<file path="src/rtl/decode_pipe_if.sv">
// decode_pipe_if: fetch-side push channel, flush, and decoded head-entry bundle for decode_pipe.
// Latency: none; the interface carries wires only.
// Backpressure: in_ready/out_ready form the valid-ready handshakes on either side.
interface decode_pipe_if #(
  parameter int XLEN = 32
);
  logic            flush;
  logic            in_valid;
  logic            in_ready;
  logic [31:0]     in_instr;
  logic [XLEN-1:0] in_pc;
  logic            out_valid;
  logic            out_ready;
  logic [XLEN-1:0] out_pc;
  logic [4:0]      out_rd;
  logic [4:0]      out_rs1;
  logic [4:0]      out_rs2;
  logic            out_branch;
  logic            out_jump;
  logic            out_mem_read;
  logic            out_mem_write;
  logic            out_memtoreg;
  logic            out_alu_src;
  logic            out_write_enable;
  logic [1:0]      out_pc_sel;
  logic [3:0]      out_alu_op;
  logic [XLEN-1:0] out_imm;
  logic            out_illegal;

  // Driver side: fetch plus execute-side consumer (testbench or surrounding pipeline).
  modport master (
    output flush, in_valid, in_instr, in_pc, out_ready,
    input  in_ready, out_valid, out_pc, out_rd, out_rs1, out_rs2,
    input  out_branch, out_jump, out_mem_read, out_mem_write, out_memtoreg,
    input  out_alu_src, out_write_enable, out_pc_sel, out_alu_op, out_imm, out_illegal
  );

  // Decoder side.
  modport slave (
    input  flush, in_valid, in_instr, in_pc, out_ready,
    output in_ready, out_valid, out_pc, out_rd, out_rs1, out_rs2,
    output out_branch, out_jump, out_mem_read, out_mem_write, out_memtoreg,
    output out_alu_src, out_write_enable, out_pc_sel, out_alu_op, out_imm, out_illegal
  );
endinterface

</file>
<file path="src/rtl/decode_pipe.sv">
// decode_pipe: decodes RV32I-style instructions at push time and queues the bundle in a DEPTH-entry FIFO.
// Latency: one cycle from an accepted push to out_valid when the buffer is empty.
// Backpressure: in_ready follows the registered fill count only; a pop frees space one cycle later.
module decode_pipe #(
  parameter int XLEN  = 32,
  parameter int DEPTH = 2
) (
  input logic          clk,
  input logic          rst,
  decode_pipe_if.slave bus
);
  localparam int PW = (DEPTH > 1) ? $clog2(DEPTH) : 1;
  localparam int CW = $clog2(DEPTH + 1);
  localparam logic [CW-1:0] FULL_CNT = CW'(DEPTH);

  localparam logic [6:0] OPC_R      = 7'b0110011;
  localparam logic [6:0] OPC_IMM    = 7'b0010011;
  localparam logic [6:0] OPC_LOAD   = 7'b0000011;
  localparam logic [6:0] OPC_STORE  = 7'b0100011;
  localparam logic [6:0] OPC_BRANCH = 7'b1100011;
  localparam logic [6:0] OPC_JAL    = 7'b1101111;
  localparam logic [6:0] OPC_JALR   = 7'b1100111;
  localparam logic [6:0] OPC_LUI    = 7'b0110111;
  localparam logic [6:0] OPC_AUIPC  = 7'b0010111;

  localparam logic [3:0] ALU_ADD     = 4'd0;
  localparam logic [3:0] ALU_SUB     = 4'd1;
  localparam logic [3:0] ALU_AND     = 4'd2;
  localparam logic [3:0] ALU_OR      = 4'd3;
  localparam logic [3:0] BEQ_OP      = 4'd4;
  localparam logic [3:0] BNE_OP      = 4'd5;
  localparam logic [3:0] BLT_OP      = 4'd6;
  localparam logic [3:0] BGE_OP      = 4'd7;
  localparam logic [3:0] BLTU_OP     = 4'd8;
  localparam logic [3:0] BGEU_OP     = 4'd9;
  localparam logic [3:0] ALU_UNKNOWN = 4'd15;

  typedef struct packed {
    logic [XLEN-1:0] pc;
    logic [4:0]      rd;
    logic [4:0]      rs1;
    logic [4:0]      rs2;
    logic            branch;
    logic            jump;
    logic            mem_read;
    logic            mem_write;
    logic            memtoreg;
    logic            alu_src;
    logic            we;
    logic [1:0]      pc_sel;
    logic [3:0]      alu_op;
    logic [XLEN-1:0] imm;
    logic            illegal;
  } entry_t;

  logic [31:0]     instr;
  logic [6:0]      opc;
  logic [2:0]      f3;
  logic [6:0]      f7;
  logic [XLEN-1:0] imm_i, imm_s, imm_b, imm_u, imm_j;
  entry_t          dec;
  entry_t          head;
  entry_t          mem_q [DEPTH];
  logic [PW-1:0]   wr_ptr_q, wr_ptr_d, rd_ptr_q, rd_ptr_d;
  logic [CW-1:0]   count_q, count_d;
  logic            push, pop;

  assign instr = bus.in_instr;
  assign opc   = instr[6:0];
  assign f3    = instr[14:12];
  assign f7    = instr[31:25];

  // Immediate formats, all sign-extended from instr[31]; B and J keep bit 0 clear.
  assign imm_i = {{(XLEN-11){instr[31]}}, instr[30:20]};
  assign imm_s = {{(XLEN-11){instr[31]}}, instr[30:25], instr[11:7]};
  assign imm_b = {{(XLEN-12){instr[31]}}, instr[7], instr[30:25], instr[11:8], 1'b0};
  assign imm_u = {{(XLEN-31){instr[31]}}, instr[30:12], 12'b0};
  assign imm_j = {{(XLEN-20){instr[31]}}, instr[19:12], instr[20], instr[30:21], 1'b0};

  // Decode the offered instruction; anything unsupported collapses to an illegal bundle.
  always_comb begin
    dec        = '0;
    dec.pc     = bus.in_pc;
    dec.rd     = instr[11:7];
    dec.rs1    = instr[19:15];
    dec.rs2    = instr[24:20];
    dec.alu_op = ALU_ADD;
    case (opc)
      OPC_R: begin
        dec.we = 1'b1;
        if (f7 == 7'b0000000 && f3 == 3'b000)      dec.alu_op = ALU_ADD;
        else if (f7 == 7'b0100000 && f3 == 3'b000) dec.alu_op = ALU_SUB;
        else if (f7 == 7'b0000000 && f3 == 3'b111) dec.alu_op = ALU_AND;
        else if (f7 == 7'b0000000 && f3 == 3'b110) dec.alu_op = ALU_OR;
        else                                       dec.illegal = 1'b1;
      end
      OPC_IMM: begin
        dec.we      = 1'b1;
        dec.alu_src = 1'b1;
        dec.imm     = imm_i;
        case (f3)
          3'b000:  dec.alu_op = ALU_ADD;
          3'b111:  dec.alu_op = ALU_AND;
          3'b110:  dec.alu_op = ALU_OR;
          default: dec.illegal = 1'b1;
        endcase
      end
      OPC_LOAD: begin
        dec.we       = 1'b1;
        dec.alu_src  = 1'b1;
        dec.mem_read = 1'b1;
        dec.memtoreg = 1'b1;
        dec.imm      = imm_i;
      end
      OPC_STORE: begin
        dec.alu_src   = 1'b1;
        dec.mem_write = 1'b1;
        dec.imm       = imm_s;
      end
      OPC_BRANCH: begin
        dec.branch = 1'b1;
        dec.pc_sel = 2'b01;
        dec.imm    = imm_b;
        case (f3)
          3'b000:  dec.alu_op = BEQ_OP;
          3'b001:  dec.alu_op = BNE_OP;
          3'b100:  dec.alu_op = BLT_OP;
          3'b101:  dec.alu_op = BGE_OP;
          3'b110:  dec.alu_op = BLTU_OP;
          3'b111:  dec.alu_op = BGEU_OP;
          default: dec.illegal = 1'b1;
        endcase
      end
      OPC_JAL: begin
        dec.jump   = 1'b1;
        dec.we     = 1'b1;
        dec.pc_sel = 2'b10;
        dec.imm    = imm_j;
      end
      OPC_JALR: begin
        dec.jump    = 1'b1;
        dec.we      = 1'b1;
        dec.alu_src = 1'b1;
        dec.pc_sel  = 2'b11;
        dec.imm     = imm_i;
        if (f3 != 3'b000) dec.illegal = 1'b1;
      end
      OPC_LUI, OPC_AUIPC: begin
        dec.we      = 1'b1;
        dec.alu_src = 1'b1;
        dec.imm     = imm_u;
      end
      default: dec.illegal = 1'b1;
    endcase
    // Illegal instructions keep pc and register fields but nothing that could cause a side effect.
    if (dec.illegal) begin
      dec.branch    = 1'b0;
      dec.jump      = 1'b0;
      dec.mem_read  = 1'b0;
      dec.mem_write = 1'b0;
      dec.memtoreg  = 1'b0;
      dec.alu_src   = 1'b0;
      dec.we        = 1'b0;
      dec.pc_sel    = 2'b00;
      dec.alu_op    = ALU_UNKNOWN;
      dec.imm       = '0;
    end
  end

  assign push = bus.in_valid && bus.in_ready && !bus.flush;
  assign pop  = bus.out_valid && bus.out_ready && !bus.flush;

  // Next pointer/count; flush wins over any push or pop in the same cycle.
  always_comb begin
    wr_ptr_d = wr_ptr_q;
    rd_ptr_d = rd_ptr_q;
    count_d  = count_q;
    if (bus.flush) begin
      wr_ptr_d = '0;
      rd_ptr_d = '0;
      count_d  = '0;
    end else begin
      if (push) wr_ptr_d = wr_ptr_q + 1'b1;
      if (pop)  rd_ptr_d = rd_ptr_q + 1'b1;
      case ({push, pop})
        2'b10:   count_d = count_q + 1'b1;
        2'b01:   count_d = count_q - 1'b1;
        default: count_d = count_q;
      endcase
    end
  end

  // Occupancy state; async reset empties the buffer without waiting for an edge.
  always_ff @(posedge clk or posedge rst) begin
    if (rst) begin
      wr_ptr_q <= '0;
      rd_ptr_q <= '0;
      count_q  <= '0;
    end else begin
      wr_ptr_q <= wr_ptr_d;
      rd_ptr_q <= rd_ptr_d;
      count_q  <= count_d;
    end
  end

  // Entry storage needs no reset: the head view is masked whenever the buffer is empty.
  always_ff @(posedge clk) begin
    if (push) mem_q[wr_ptr_q] <= dec;
  end

  assign bus.in_ready  = (count_q < FULL_CNT);
  assign bus.out_valid = (count_q != '0);
  assign head          = bus.out_valid ? mem_q[rd_ptr_q] : '0;

  assign bus.out_pc           = head.pc;
  assign bus.out_rd           = head.rd;
  assign bus.out_rs1          = head.rs1;
  assign bus.out_rs2          = head.rs2;
  assign bus.out_branch       = head.branch;
  assign bus.out_jump         = head.jump;
  assign bus.out_mem_read     = head.mem_read;
  assign bus.out_mem_write    = head.mem_write;
  assign bus.out_memtoreg     = head.memtoreg;
  assign bus.out_alu_src      = head.alu_src;
  assign bus.out_write_enable = head.we;
  assign bus.out_pc_sel       = head.pc_sel;
  assign bus.out_alu_op       = head.alu_op;
  assign bus.out_imm          = head.imm;
  assign bus.out_illegal      = head.illegal;
endmodule

</file>
<file path="src/flat_wrapper.sv">
// flat-port wrapper written by rule: the top's interface ports become plain ports
module decode_pipe_flat 
#(
  parameter int XLEN  = 32,
  parameter int DEPTH = 2
)
  (clk, rst, bus_flush, bus_in_valid, bus_in_instr, bus_in_pc, bus_out_ready, bus_in_ready, bus_out_valid, bus_out_pc, bus_out_rd, bus_out_rs1, bus_out_rs2, bus_out_branch, bus_out_jump, bus_out_mem_read, bus_out_mem_write, bus_out_memtoreg, bus_out_alu_src, bus_out_write_enable, bus_out_pc_sel, bus_out_alu_op, bus_out_imm, bus_out_illegal);
  decode_pipe_if #(.XLEN(XLEN)) bus_i ();
  input logic clk;
  input logic rst;
  input wire logic [$bits(bus_i.flush)-1:0] bus_flush;
  input wire logic [$bits(bus_i.in_valid)-1:0] bus_in_valid;
  input wire logic [$bits(bus_i.in_instr)-1:0] bus_in_instr;
  input wire logic [$bits(bus_i.in_pc)-1:0] bus_in_pc;
  input wire logic [$bits(bus_i.out_ready)-1:0] bus_out_ready;
  output wire logic [$bits(bus_i.in_ready)-1:0] bus_in_ready;
  output wire logic [$bits(bus_i.out_valid)-1:0] bus_out_valid;
  output wire logic [$bits(bus_i.out_pc)-1:0] bus_out_pc;
  output wire logic [$bits(bus_i.out_rd)-1:0] bus_out_rd;
  output wire logic [$bits(bus_i.out_rs1)-1:0] bus_out_rs1;
  output wire logic [$bits(bus_i.out_rs2)-1:0] bus_out_rs2;
  output wire logic [$bits(bus_i.out_branch)-1:0] bus_out_branch;
  output wire logic [$bits(bus_i.out_jump)-1:0] bus_out_jump;
  output wire logic [$bits(bus_i.out_mem_read)-1:0] bus_out_mem_read;
  output wire logic [$bits(bus_i.out_mem_write)-1:0] bus_out_mem_write;
  output wire logic [$bits(bus_i.out_memtoreg)-1:0] bus_out_memtoreg;
  output wire logic [$bits(bus_i.out_alu_src)-1:0] bus_out_alu_src;
  output wire logic [$bits(bus_i.out_write_enable)-1:0] bus_out_write_enable;
  output wire logic [$bits(bus_i.out_pc_sel)-1:0] bus_out_pc_sel;
  output wire logic [$bits(bus_i.out_alu_op)-1:0] bus_out_alu_op;
  output wire logic [$bits(bus_i.out_imm)-1:0] bus_out_imm;
  output wire logic [$bits(bus_i.out_illegal)-1:0] bus_out_illegal;
  assign bus_i.flush = bus_flush;
  assign bus_i.in_valid = bus_in_valid;
  assign bus_i.in_instr = bus_in_instr;
  assign bus_i.in_pc = bus_in_pc;
  assign bus_i.out_ready = bus_out_ready;
  assign bus_in_ready = bus_i.in_ready;
  assign bus_out_valid = bus_i.out_valid;
  assign bus_out_pc = bus_i.out_pc;
  assign bus_out_rd = bus_i.out_rd;
  assign bus_out_rs1 = bus_i.out_rs1;
  assign bus_out_rs2 = bus_i.out_rs2;
  assign bus_out_branch = bus_i.out_branch;
  assign bus_out_jump = bus_i.out_jump;
  assign bus_out_mem_read = bus_i.out_mem_read;
  assign bus_out_mem_write = bus_i.out_mem_write;
  assign bus_out_memtoreg = bus_i.out_memtoreg;
  assign bus_out_alu_src = bus_i.out_alu_src;
  assign bus_out_write_enable = bus_i.out_write_enable;
  assign bus_out_pc_sel = bus_i.out_pc_sel;
  assign bus_out_alu_op = bus_i.out_alu_op;
  assign bus_out_imm = bus_i.out_imm;
  assign bus_out_illegal = bus_i.out_illegal;
  decode_pipe #(.XLEN(XLEN), .DEPTH(DEPTH)) u_core (.clk(clk), .rst(rst), .bus(bus_i));
endmodule
</file>
<file path="config.mk">
export PLATFORM = sky130hd
export DESIGN_NAME = decode_pipe_flat
export DESIGN_NICKNAME = d
export VERILOG_FILES = /design/src/rtl/decode_pipe_if.sv /design/src/rtl/decode_pipe.sv /design/src/flat_wrapper.sv
export SDC_FILE = /design/constraint.sdc
export NUM_CORES = 1
export LEC_CHECK = 0
export BUFFER_PORTS_ARGS = -buffer_cell sky130_fd_sc_hd__buf_4
export CAP_MARGIN = 0
export CORE_UTILIZATION = 55
export CTS_CLUSTER_SIZE = 14
export DETAILED_ROUTE_END_ITERATION = 8
export HOLD_SLACK_MARGIN = 0.1
export PLACE_DENSITY = 0.81
export SYNTH_ARGS = -nofsm -noshare
export SYNTH_HDL_FRONTEND = slang
export SYNTH_SLANG_ARGS = --single-unit
</file>
<file path="constraint.sdc">
create_clock -name clk -period 11.8 [get_ports clk]
set_input_delay 2.95 -clock clk [delete_from_list [all_inputs] [get_ports clk]]
set_output_delay 2.95 -clock clk [all_outputs]
set_load 0.005 [all_outputs]
</file>
==> impl_metrics.yaml <==
power_and_ir_drop:
  power_density_nw_per_um2: 151
  irDropWorstVdd_uv: 83.8
  total_leakage_power_nw: 3.63
  total_power_mw: 1.50
timing:
  rsz0062_at_grt: "false"
  max_slew_margin: 0.287
  setup_viol: 0
  tightest_slew_ns: 1.07
  worst_slack_ns: 6.08
  holdWs_ns: 0.607
  finalHoldViolCount: 0
  maxSlewViolCount: 0
  fin_crit_sh: 0.485
  fin_setup_tns_ns: 0
  clock_skew_ns: 0.00796
  fmax_ghz: 0.175
  min_period_ns: 5.72
routing:
  drc: 0
  finalWirelength_mm: 17.3
  drt_iter0_markers: 472
  viasPerCell: 5.63
  detail-route-antenna-nets: 0
  wire_per_inst_um: 19.0
  vias: 5124
  drtPass1Iterations: 5
floorplan:
  initial_core_util: 0.570
  fp.coreArea_um2: 14000
  row_count: 43
  fp.dieW_um: 122
  die-area_um2: 15000
  pin_count: 164
  die_h_um: 122
setup_path:
  r2r-start: "u_core.count_q[0]$_DFFE_PP0P_"
  crit_path_max_fanout: 62
  startpoint_type: "register"
  crit_start: "u_core.rd_ptr_q$_DFFE_PP0P_"
  cp_slowest_stage_delay_ns: 0.92
  crit_chain: "buf_4 -> mux2i_1 -> nor2_1 -> buf_4"
  required_ns: 8.85
  crit_top_cell: "buf_4"
  crit_type: "reg -> out"
  crit_arrival_ns: 2.77
  worstSetupEndpointType: "output port"
  critPathSlowestCell: "buf_4"
clock_tree:
  numCtsBuffers: 17
  cts_resized: 0
  cts_sinks: 188
  cts_root_buffer: "clkbuf_16"
  cts_max_path_buffers: 2
  clkTransAtPathRegs_ns: 0.07
  clock_latency_ns: 0.43
  cts_tree: "yes"
  post_cts_buffers: 0
  hold_buffers: 0
  htree_levels: 4
finish:
  mostFrequentLayoutCells: "edfxtp_1 (184), buf_4 (170), nor2_1 (108)"
  fillerInstances: 957
  final_common_cell: "edfxtp_1"
  nets: 786
  antenna_cells: 0
  final_area_um2: 9930
  synthToLayoutAreaGrowth_pct: 24.6
  drive_above_1_share: 0.290
global_routing:
  grt_overflow: 0
  antenna_found_initial: 0
  grt_pass1_vias: 4952
  grt_start_max_net_pins: 63
  grt_usage: 0.235
  grt_pass1_wl_mm: 25.9
worst_hold_path:
  min_path_type: "reg -> reg"
  hp-start: "u_core.wr_ptr_q$_DFFE_PP0P_"
logic_synthesis:
  synth_seq_cells: 188
  synth_edf_count: 184
  ys_seq_area_frac: 0.706
  synth_area_um2: 7970
  synth_fp_nets: 630
  syn_inst: 561
  yosysWarnings: 0
  synthDistinctLibCells: 49
  async_flop_share: 0.0213
  synth_area_per_cell_um2: 14.2
  synthFlopType: "edfxtp_1"
place:
  io_buffers: 163
  dpl-instance-area_um2: 9330
  place_ws_ns: 6.53
  gp_congestion: 0.825
  hpwl_mm: 11.4
status:
  status: "finished clean"
run:
  drv_cap: 0
==> final timing paths <==
path / endpoint / slack (ns) / cells past startpoint
max in group asynchronous: u_core.rd_ptr_q$_DFFE_PP0P_ / 9.23 / 2
min in group asynchronous: u_core.rd_ptr_q$_DFFE_PP0P_ / 2.40 / 2
max reg2reg: u_core.rd_ptr_q$_DFFE_PP0P_ / 9.29 / 6
min reg2reg: u_core.wr_ptr_q$_DFFE_PP0P_ / 0.61 / 2
min: u_core.wr_ptr_q$_DFFE_PP0P_ / 0.61 / 2
max: bus_out_imm[15] / 6.08 / 4
==> through the flow <==
step           utilization  instances
2_1_floorplan            -        561
3_3_place_gp         0.667        878
3_5_place_dp         0.667        878
4_1_cts              0.710        910
5_1_grt              0.710        910
6_report             0.710        910
==> logic make-up after synthesis <==
family / Yosys count / share of synthesized area
buffers and inverters: 39 / 0.0232
flip-flops: 188 / 0.706
multiplexers: 93 / 0.117
AND/OR/NAND/NOR: 181 / 0.101
AO/OA/AOI/OAI: 57 / 0.0495
XOR/XNOR: 3 / 0.00330
==> critical path: cells and delay by family (launching register included) <==
family / cells / cell delay, ns
simple gates: 1 / 0.07
buf+inv: 2 / 1.10
mux: 1 / 0.33
flops: 1 / 0.78
==> Yosys cell counts, drive strengths merged, types with 3 or more instances <==
cell	instances	area, um^2
a21oi	25	125
a22oi	5	37.5
and3	6	37.5
buf	19	109
clkbuf	14	53.8
dfrtp	4	100
edfxtp	184	5530
inv	6	22.5
mux2i	93	931
nand2	34	128
nand3	6	30.0
nor2	109	409
nor2b	3	18.8
nor3	3	15.0
nor3b	4	35.0
o21ai	11	55.1
xor2	3	26.3
==> state kept, by name, indices dropped and copies added (netlist names) <==
name / cells
u_core.rd_ptr_q: 1
u_core.count_q: 2
u_core.mem_q: 184
u_core.wr_ptr_q: 1
==> layer usage <==
metal  global-route usage  up-vias  part of all wire
met2                0.382      206              0.49
li1                     -     2383                 -
met4               0.0816        0             0.013
met5                    0        -                 0
met1                0.312     2515              0.43
met3               0.0553       20             0.067
==> power by group <==
part,internal (mW),switching (mW)
combinational,0.0695,0.0795
sequential,0.760,0.0110
clock,0.334,0.243
total,1.16,0.334
==> layout make-up <==
class	count	area, um^2	area share
flip-flops and latches	188	5630	0.567
multi-input cells	334	2180	0.219
repair buffers	170	1280	0.129
clock buffers	18	429	0.0432
well taps	180	225	0.0227
clock inverters	14	168	0.0169
inverters	6	22.5	0.00227
Note: power is estimated with default switching activity, not from simulation.
